[src/rtl/alu_pkg.sv]
// ============================================================================
// Module      : alu_pkg
// Description : Opcode encoding, sweep limit and status-flag bundle shared by
//               the pipelined ALU and its combinational core.
// Revision    : 1.0 - initial release
// ============================================================================
`default_nettype none

package alu_pkg;

  typedef enum logic [3:0] {
    OP_ADD     = 4'h0,
    OP_SUB     = 4'h1,
    OP_AND     = 4'h2,
    OP_OR      = 4'h3,
    OP_XOR     = 4'h4,
    OP_XNOR    = 4'h5,
    OP_NAND    = 4'h6,
    OP_NOR     = 4'h7,
    OP_SHL     = 4'h8,
    OP_SHR     = 4'h9,
    OP_SRA     = 4'hA,
    OP_SLT     = 4'hB,
    OP_SLTU    = 4'hC,
    OP_ADDC    = 4'hD,
    OP_PASSA   = 4'hE,
    OP_ILLEGAL = 4'hF
  } op_e;

  localparam logic [3:0] OP_LAST_SWEEP = 4'd14;

  typedef struct packed {
    logic carry;
    logic zero;
    logic neg;
    logic ovf;
    logic err;
  } flags_t;

  // Ops whose carry output is remembered for a later ADDC.
  function automatic logic op_sets_carry(input op_e op);
    case (op)
      OP_ADD, OP_SUB, OP_ADDC, OP_SHL, OP_SHR, OP_SRA: op_sets_carry = 1'b1;
      default:                                          op_sets_carry = 1'b0;
    endcase
  endfunction

endpackage

`default_nettype wire

[src/rtl/alu_core.sv]
// ============================================================================
// Module      : alu_core
// Description : Combinational ALU datapath: result, carry, overflow, error.
// Revision    : 1.0 - initial release
// ============================================================================
`default_nettype none

module alu_core
  import alu_pkg::*;
#(
  parameter int WIDTH = 8,
  parameter int SHW   = $clog2(WIDTH)
) (
  input  logic [WIDTH-1:0] a_i,
  input  logic [WIDTH-1:0] b_i,
  input  op_e              op_i,
  input  logic             carry_i,
  output logic [WIDTH-1:0] result_o,
  output logic             carry_o,
  output logic             ovf_o,
  output logic             err_o
);

  if ((WIDTH < 4) || ((WIDTH & (WIDTH - 1)) != 0)) begin : g_bad_width
    $error("alu_core: WIDTH must be a power of two and at least 4");
  end

  logic [SHW-1:0]      w_shamt;
  logic [WIDTH:0]      w_add_ext;
  logic [WIDTH:0]      w_addc_ext;
  logic [WIDTH:0]      w_sub_ext;
  logic [WIDTH:0]      w_shl_ext;
  logic [WIDTH:0]      w_shr_ext;
  logic signed [WIDTH:0] w_sra_ext;
  logic                w_slt;
  logic                w_sign_a;
  logic                w_sign_b;

  assign w_shamt    = b_i[SHW-1:0];
  assign w_sign_a   = a_i[WIDTH-1];
  assign w_sign_b   = b_i[WIDTH-1];
  assign w_add_ext  = {1'b0, a_i} + {1'b0, b_i};
  assign w_addc_ext = w_add_ext + {{WIDTH{1'b0}}, carry_i};
  assign w_sub_ext  = {1'b0, a_i} - {1'b0, b_i};
  // Shifts run on a one-bit-extended vector so the extra bit catches the last
  // bit shifted out (and stays 0 for a zero shift amount).
  assign w_shl_ext  = {1'b0, a_i} << w_shamt;
  assign w_shr_ext  = {a_i, 1'b0} >> w_shamt;
  assign w_sra_ext  = $signed({a_i, 1'b0}) >>> w_shamt;
  assign w_slt      = $signed(a_i) < $signed(b_i);

  always_comb begin
    result_o = '0;
    carry_o  = 1'b0;
    ovf_o    = 1'b0;
    err_o    = 1'b0;
    case (op_i)
      OP_ADD: begin
        result_o = w_add_ext[WIDTH-1:0];
        carry_o  = w_add_ext[WIDTH];
        ovf_o    = (w_sign_a == w_sign_b) && (w_add_ext[WIDTH-1] != w_sign_a);
      end
      OP_SUB: begin
        result_o = w_sub_ext[WIDTH-1:0];
        carry_o  = w_sub_ext[WIDTH];
        ovf_o    = (w_sign_a != w_sign_b) && (w_sub_ext[WIDTH-1] != w_sign_a);
      end
      OP_AND:   result_o = a_i & b_i;
      OP_OR:    result_o = a_i | b_i;
      OP_XOR:   result_o = a_i ^ b_i;
      OP_XNOR:  result_o = ~(a_i ^ b_i);
      OP_NAND:  result_o = ~(a_i & b_i);
      OP_NOR:   result_o = ~(a_i | b_i);
      OP_SHL: begin
        result_o = w_shl_ext[WIDTH-1:0];
        carry_o  = w_shl_ext[WIDTH];
      end
      OP_SHR: begin
        result_o = w_shr_ext[WIDTH:1];
        carry_o  = w_shr_ext[0];
      end
      OP_SRA: begin
        result_o = w_sra_ext[WIDTH:1];
        carry_o  = w_sra_ext[0];
      end
      OP_SLT:   result_o = {{(WIDTH-1){1'b0}}, w_slt};
      OP_SLTU:  result_o = {{(WIDTH-1){1'b0}}, (a_i < b_i)};
      OP_ADDC: begin
        result_o = w_addc_ext[WIDTH-1:0];
        carry_o  = w_addc_ext[WIDTH];
        ovf_o    = (w_sign_a == w_sign_b) && (w_addc_ext[WIDTH-1] != w_sign_a);
      end
      OP_PASSA: result_o = a_i;
      default:  err_o    = 1'b1;
    endcase
  end

endmodule

`default_nettype wire

[src/rtl/alu_pipe.sv]
// ============================================================================
// Module      : alu_pipe
// Description : Two-stage valid/ready pipelined ALU with sweep-mode opcodes.
// Revision    : 1.0 - initial release
// ============================================================================
`default_nettype none

module alu_pipe
  import alu_pkg::*;
#(
  parameter int WIDTH = 8,
  parameter int SHW   = $clog2(WIDTH)
) (
  input  logic             clk,
  input  logic             reset_n,
  input  logic             in_valid,
  output logic             in_ready,
  input  logic [WIDTH-1:0] in_a,
  input  logic [WIDTH-1:0] in_b,
  input  logic [3:0]       in_op,
  input  logic             sweep_en,
  output logic             out_valid,
  input  logic             out_ready,
  output logic [WIDTH-1:0] out_result,
  output logic [3:0]       out_op,
  output logic             out_carry,
  output logic             out_zero,
  output logic             out_neg,
  output logic             out_ovf,
  output logic             out_err
);

  op_e              w_issue_op;
  logic             w_accept;
  logic             w_s2_adv;
  logic [WIDTH-1:0] w_core_result;
  logic             w_core_carry;
  logic             w_core_ovf;
  logic             w_core_err;

  logic             carry_q,  carry_d;
  logic [3:0]       sweep_q,  sweep_d;

  logic             s1_valid_q;
  op_e              s1_op_q;
  logic [WIDTH-1:0] s1_result_q;
  logic             s1_carry_q;
  logic             s1_ovf_q;
  logic             s1_err_q;

  logic             out_valid_q;
  op_e              out_op_q;
  logic [WIDTH-1:0] out_result_q;
  flags_t           out_flags_q;

  assign w_issue_op = sweep_en ? op_e'(sweep_q) : op_e'(in_op);
  assign w_s2_adv   = !out_valid_q || out_ready;
  assign in_ready   = !s1_valid_q || w_s2_adv;
  assign w_accept   = in_valid && in_ready;

  alu_core #(
    .WIDTH (WIDTH),
    .SHW   (SHW)
  ) u_core (
    .a_i      (in_a),
    .b_i      (in_b),
    .op_i     (w_issue_op),
    .carry_i  (carry_q),
    .result_o (w_core_result),
    .carry_o  (w_core_carry),
    .ovf_o    (w_core_ovf),
    .err_o    (w_core_err)
  );

  // carry_q tracks the latest accepted carry producer so a back-to-back ADDC
  // sees it even while that producer is still in stage 1.
  always_comb begin
    sweep_d = sweep_q;
    carry_d = carry_q;
    if (w_accept) begin
      if (sweep_en) begin
        sweep_d = (sweep_q == OP_LAST_SWEEP) ? 4'd0 : sweep_q + 4'd1;
      end
      if (op_sets_carry(w_issue_op)) begin
        carry_d = w_core_carry;
      end
    end
  end

  always_ff @(posedge clk or negedge reset_n) begin
    if (!reset_n) begin
      carry_q <= 1'b0;
      sweep_q <= 4'd0;
    end else begin
      carry_q <= carry_d;
      sweep_q <= sweep_d;
    end
  end

  always_ff @(posedge clk or negedge reset_n) begin
    if (!reset_n) begin
      s1_valid_q  <= 1'b0;
      s1_op_q     <= OP_ADD;
      s1_result_q <= '0;
      s1_carry_q  <= 1'b0;
      s1_ovf_q    <= 1'b0;
      s1_err_q    <= 1'b0;
    end else if (w_accept) begin
      s1_valid_q  <= 1'b1;
      s1_op_q     <= w_issue_op;
      s1_result_q <= w_core_result;
      s1_carry_q  <= w_core_carry;
      s1_ovf_q    <= w_core_ovf;
      s1_err_q    <= w_core_err;
    end else if (w_s2_adv) begin
      s1_valid_q  <= 1'b0;
    end
  end

  // Output stage only loads when it may advance, which keeps out_* frozen
  // while the consumer stalls.
  always_ff @(posedge clk or negedge reset_n) begin
    if (!reset_n) begin
      out_valid_q  <= 1'b0;
      out_op_q     <= OP_ADD;
      out_result_q <= '0;
      out_flags_q  <= '0;
    end else if (w_s2_adv) begin
      out_valid_q <= s1_valid_q;
      if (s1_valid_q) begin
        out_op_q          <= s1_op_q;
        out_result_q      <= s1_result_q;
        out_flags_q.carry <= s1_carry_q;
        out_flags_q.zero  <= (s1_result_q == '0);
        out_flags_q.neg   <= s1_result_q[WIDTH-1];
        out_flags_q.ovf   <= s1_ovf_q;
        out_flags_q.err   <= s1_err_q;
      end
    end
  end

  assign out_valid  = out_valid_q;
  assign out_op     = out_op_q;
  assign out_result = out_result_q;
  assign out_carry  = out_flags_q.carry;
  assign out_zero   = out_flags_q.zero;
  assign out_neg    = out_flags_q.neg;
  assign out_ovf    = out_flags_q.ovf;
  assign out_err    = out_flags_q.err;

endmodule

`default_nettype wire

[config.mk]
export PLATFORM = sky130hd
export DESIGN_NAME = alu_pipe
export DESIGN_NICKNAME = d
export VERILOG_FILES = /design/src/rtl/alu_pkg.sv /design/src/rtl/alu_core.sv /design/src/rtl/alu_pipe.sv
export SDC_FILE = /design/constraint.sdc
export NUM_CORES = 1
export LEC_CHECK = 0
export ABC_CLOCK_PERIOD_IN_PS = 2600
export BUFFER_PORTS_ARGS = -buffer_cell sky130_fd_sc_hd__buf_2
export CORE_MARGIN = 2
export CORE_UTILIZATION = 61
export DETAILED_ROUTE_END_ITERATION = 10
export HOLD_SLACK_MARGIN = 0.15
export PLACE_DENSITY = 0.8
export SLEW_MARGIN = 20
export SYNTH_ARGS = -nofsm -noshare
export SYNTH_HDL_FRONTEND = slang
export SYNTH_SLANG_ARGS = --single-unit
[constraint.sdc]
create_clock -name clk -period 2.6 [get_ports clk]
set_clock_uncertainty 0.15 [all_clocks]
set_input_delay 0.13 -clock clk [delete_from_list [all_inputs] [get_ports clk]]
set_output_delay 0.13 -clock clk [all_outputs]
set_load 0.1 [all_outputs]
==> out/results.tsv <==
metric	value	unit
post-DP HPWL	11100	um
CTS buffer count	5	
TNS Setup	0	ps
final WL	14300	um
synth unique cells	79	
Overall Power	4.16	mW
worst slew pin tran	793	ps
CP required	2620	ps
Synth area leader	dfrtp_1	
CTS tree	yes	
Post-DRT Antenna Nets	0	
wire length per cell	20.2	um
Vias per Instance	6.66	
area of the mapped netlist	0.00439	mm2
Post-Synth Simple-Gate Area	18.2	%
initial antenna violation count	0	
1st-pass router iterations	6	
most frequent cells in the layout	76 x buf_4, 43 x buf_2, 39 x nand2_1	
Slew Viols, Final	0	
period utilisation layout	98.9	%
P_leak	2.35	nW
Root Driver	clkbuf_8	
largest cells by area after synthesis	dfrtp_1 22%, ha_1 7.7%, xnor2_1 4.2%, mux2_2 4.1%, mux2i_1 3.4%	
dominant synthesized flop cell	dfrtp_1	
fin crit period	2570	ps
Max Cap Viol	0	
Hold Violations, Final	0	
CP Class	reg -> reg	
Core Rows	30	
die area	0.00789	mm2
vias in the first global route	4535	
final cell count without fillers	708	
CTS clk-pin slew, worst paths	70	ps
IO buf count	43	
global route overflow	0	
FMAX	389	MHz
die width	88.8	um
largest family of logic cells by synthesized area	compound AO/OA/AOI/OAI gates	
area share of fa/ha/maj cells after synthesis	8.61	%
WHS	184	ps
EDFF count, synth	0	
worst-path cell chain	buf_4 -> nand2_1 -> o22a_1 -> o22ai_1 -> a21oi_1 -> o22ai_1 -> nor4_1 -> buf_4 -> o21ai_0	
GP Congestion	1.00	
max incr delay on CP	440	ps
Compound-Gate Fraction of Synth Area	26.6	%
worst slack at placement	-105	ps
All-Layer GR Usage	37.9	%
postcts setup bufs	0	
#FFs+latches synth	38	
num ports	44	
global-route wire length before repair	22900	um
CP arrival	2590	ps
Rel. slew slack	47.1	%
multiplexer share of the synthesized area	10.9	%
Post-synth ARST share	100	%
Mapped Avg Cell Area	8.44	um2
routed via count	4712	
Finished Cell Area	0.00527	mm2
Die Y	88.8	um
Layout area overhead	20.0	%
status	complete, no violations	
H-tree levels	2	
post-synthesis xor/xnor area fraction	6.18	%
DR DRC count	0	
Final Setup Violations	0	
pwr dens	790	mW/mm2
Yosys warning count	0	
Critical Path Sink Type	flip-flop	
core area	0.00687	mm2
top-area cell type share of the netlist area	21.7	%
Hold Crit Class	in -> reg	
synthesized netlist cell count	520	
sequential share of the synthesized area	21.7	%
final worst setup slack	28.3	ps
Initial Utilization	63.9	%
RSZ-0062 raised after global routing	false	
CP max stage cell	dfrtp_1	
largest fanout on the critical path	12	
placed cell areas	0.00510	mm2
most common cell after layout, fill and taps aside	buf_4	
placed cells	694	
CTS Sinks	38	
fin nets	665	
worst IR drop on VDD	0.329	mV
largest net degree at the start of global routing	39	
share of post-route cells with drive strength above 1	28.6	%
net count after synthesis	574	
Clock Latency Late Sink	300	ps
detailed router's first-iteration violation count	455	
CP Launch Type	flip-flop	
final core occ	76.7	%
ant diodes	0	
deepest clock path buffer count	2	
[critical path, delay by kind of cell, from the launching register on]
| kind | cells | cell delay (ps) |
|---|---|---|
| AO/OA/AOI/OAI | 5 | 880 |
| buffers and inverters | 2 | 420 |
| flip-flops | 1 | 440 |
| AND/OR/NAND/NOR | 2 | 550 |
[per-layer routing]
| layer | up-vias | GRT usage [%] | wire length [um] |
|---|---|---|---|
| met5 | - | 0 | 0 |
| met4 | 0 | 23.1 | 822 |
| met3 | 70 | 5.60 | 1170 |
| met2 | 294 | 63.7 | 6760 |
| met1 | 2221 | 45.4 | 5580 |
| li1 | 2127 | - | - |
[final timing paths]
path                            startpoint        endpoint  slack (ps)  depth (start not counted)
worst max-delay path            sweep_q[2]  s1_result_q[1]          30                          9
worst min-delay path              sweep_en      s1_op_q[0]         180                          3
worst max register to register  sweep_q[2]  s1_result_q[1]          30                          9
worst min register to register  s1_op_q[1]      s1_op_q[1]         350                          2
max in group asynchronous          reset_n       out_valid        1410                          2
min in group asynchronous          reset_n      sweep_q[0]         300                          2
[state kept, by name (all words and copies together) (netlist names), 4 cells and up]
name	cells
out_op	4
out_result	8
s1_op_q	4
s1_result_q	8
sweep_q	4
[what timing repair did]
action	in CTS	in global routing
setup endpoints to repair	0	2
hold endpoints to repair	43	0
gates resized for setup	0	3
hold buffers	6	0
[cell families after synthesis]
family / Yosys count
adder cells (fa/ha/maj): 29
buffers and inverters: 67
AO/OA/AOI/OAI: 159
multiplexers: 38
AND/OR/NAND/NOR: 158
flip-flops: 38
XOR/XNOR: 31
[layout make-up]
class                   instances  area, um2
multi-input cells             415       3150
flip-flops and latches         38        955
repair buffers                125        846
clock buffers                   6       82.6
inverters                      26        103
fillers                       519       1600
well taps                      96        120
clock inverters                 2       12.5
[Yosys cell counts (4+ instances only)]
library cell / number
a211oi_1: 5
a21o_1: 5
a21oi_1: 26
a221o_1: 5
a22o_1: 4
a22oi_1: 10
a31oi_1: 7
a32oi_1: 4
buf_2: 5
buf_4: 5
buf_6: 6
clkbuf_1: 21
dfrtp_1: 38
ha_1: 27
inv_1: 24
mux2_2: 16
mux2i_1: 15
mux4_2: 6
nand2_1: 39
nand2b_1: 9
nand3_1: 11
nand3b_1: 4
nand4_1: 5
nor2_1: 37
nor2b_1: 8
nor3_1: 17
nor4_1: 6
o211ai_1: 4
o21ai_0: 26
o221ai_1: 9
o22ai_1: 8
o31ai_1: 5
o32ai_1: 4
xnor2_1: 21
xor2_1: 10
[report_power, final]
part	leakage (nW)	switching (mW)	total (mW)	internal, mW
combinational	1.83	1.84	2.75	0.909
sequential	0.477	0.187	0.991	0.803
clock	0.0472	0.212	0.425	0.213
total	2.35	2.24	4.16	1.92
(Power assumes the default switching activity.)
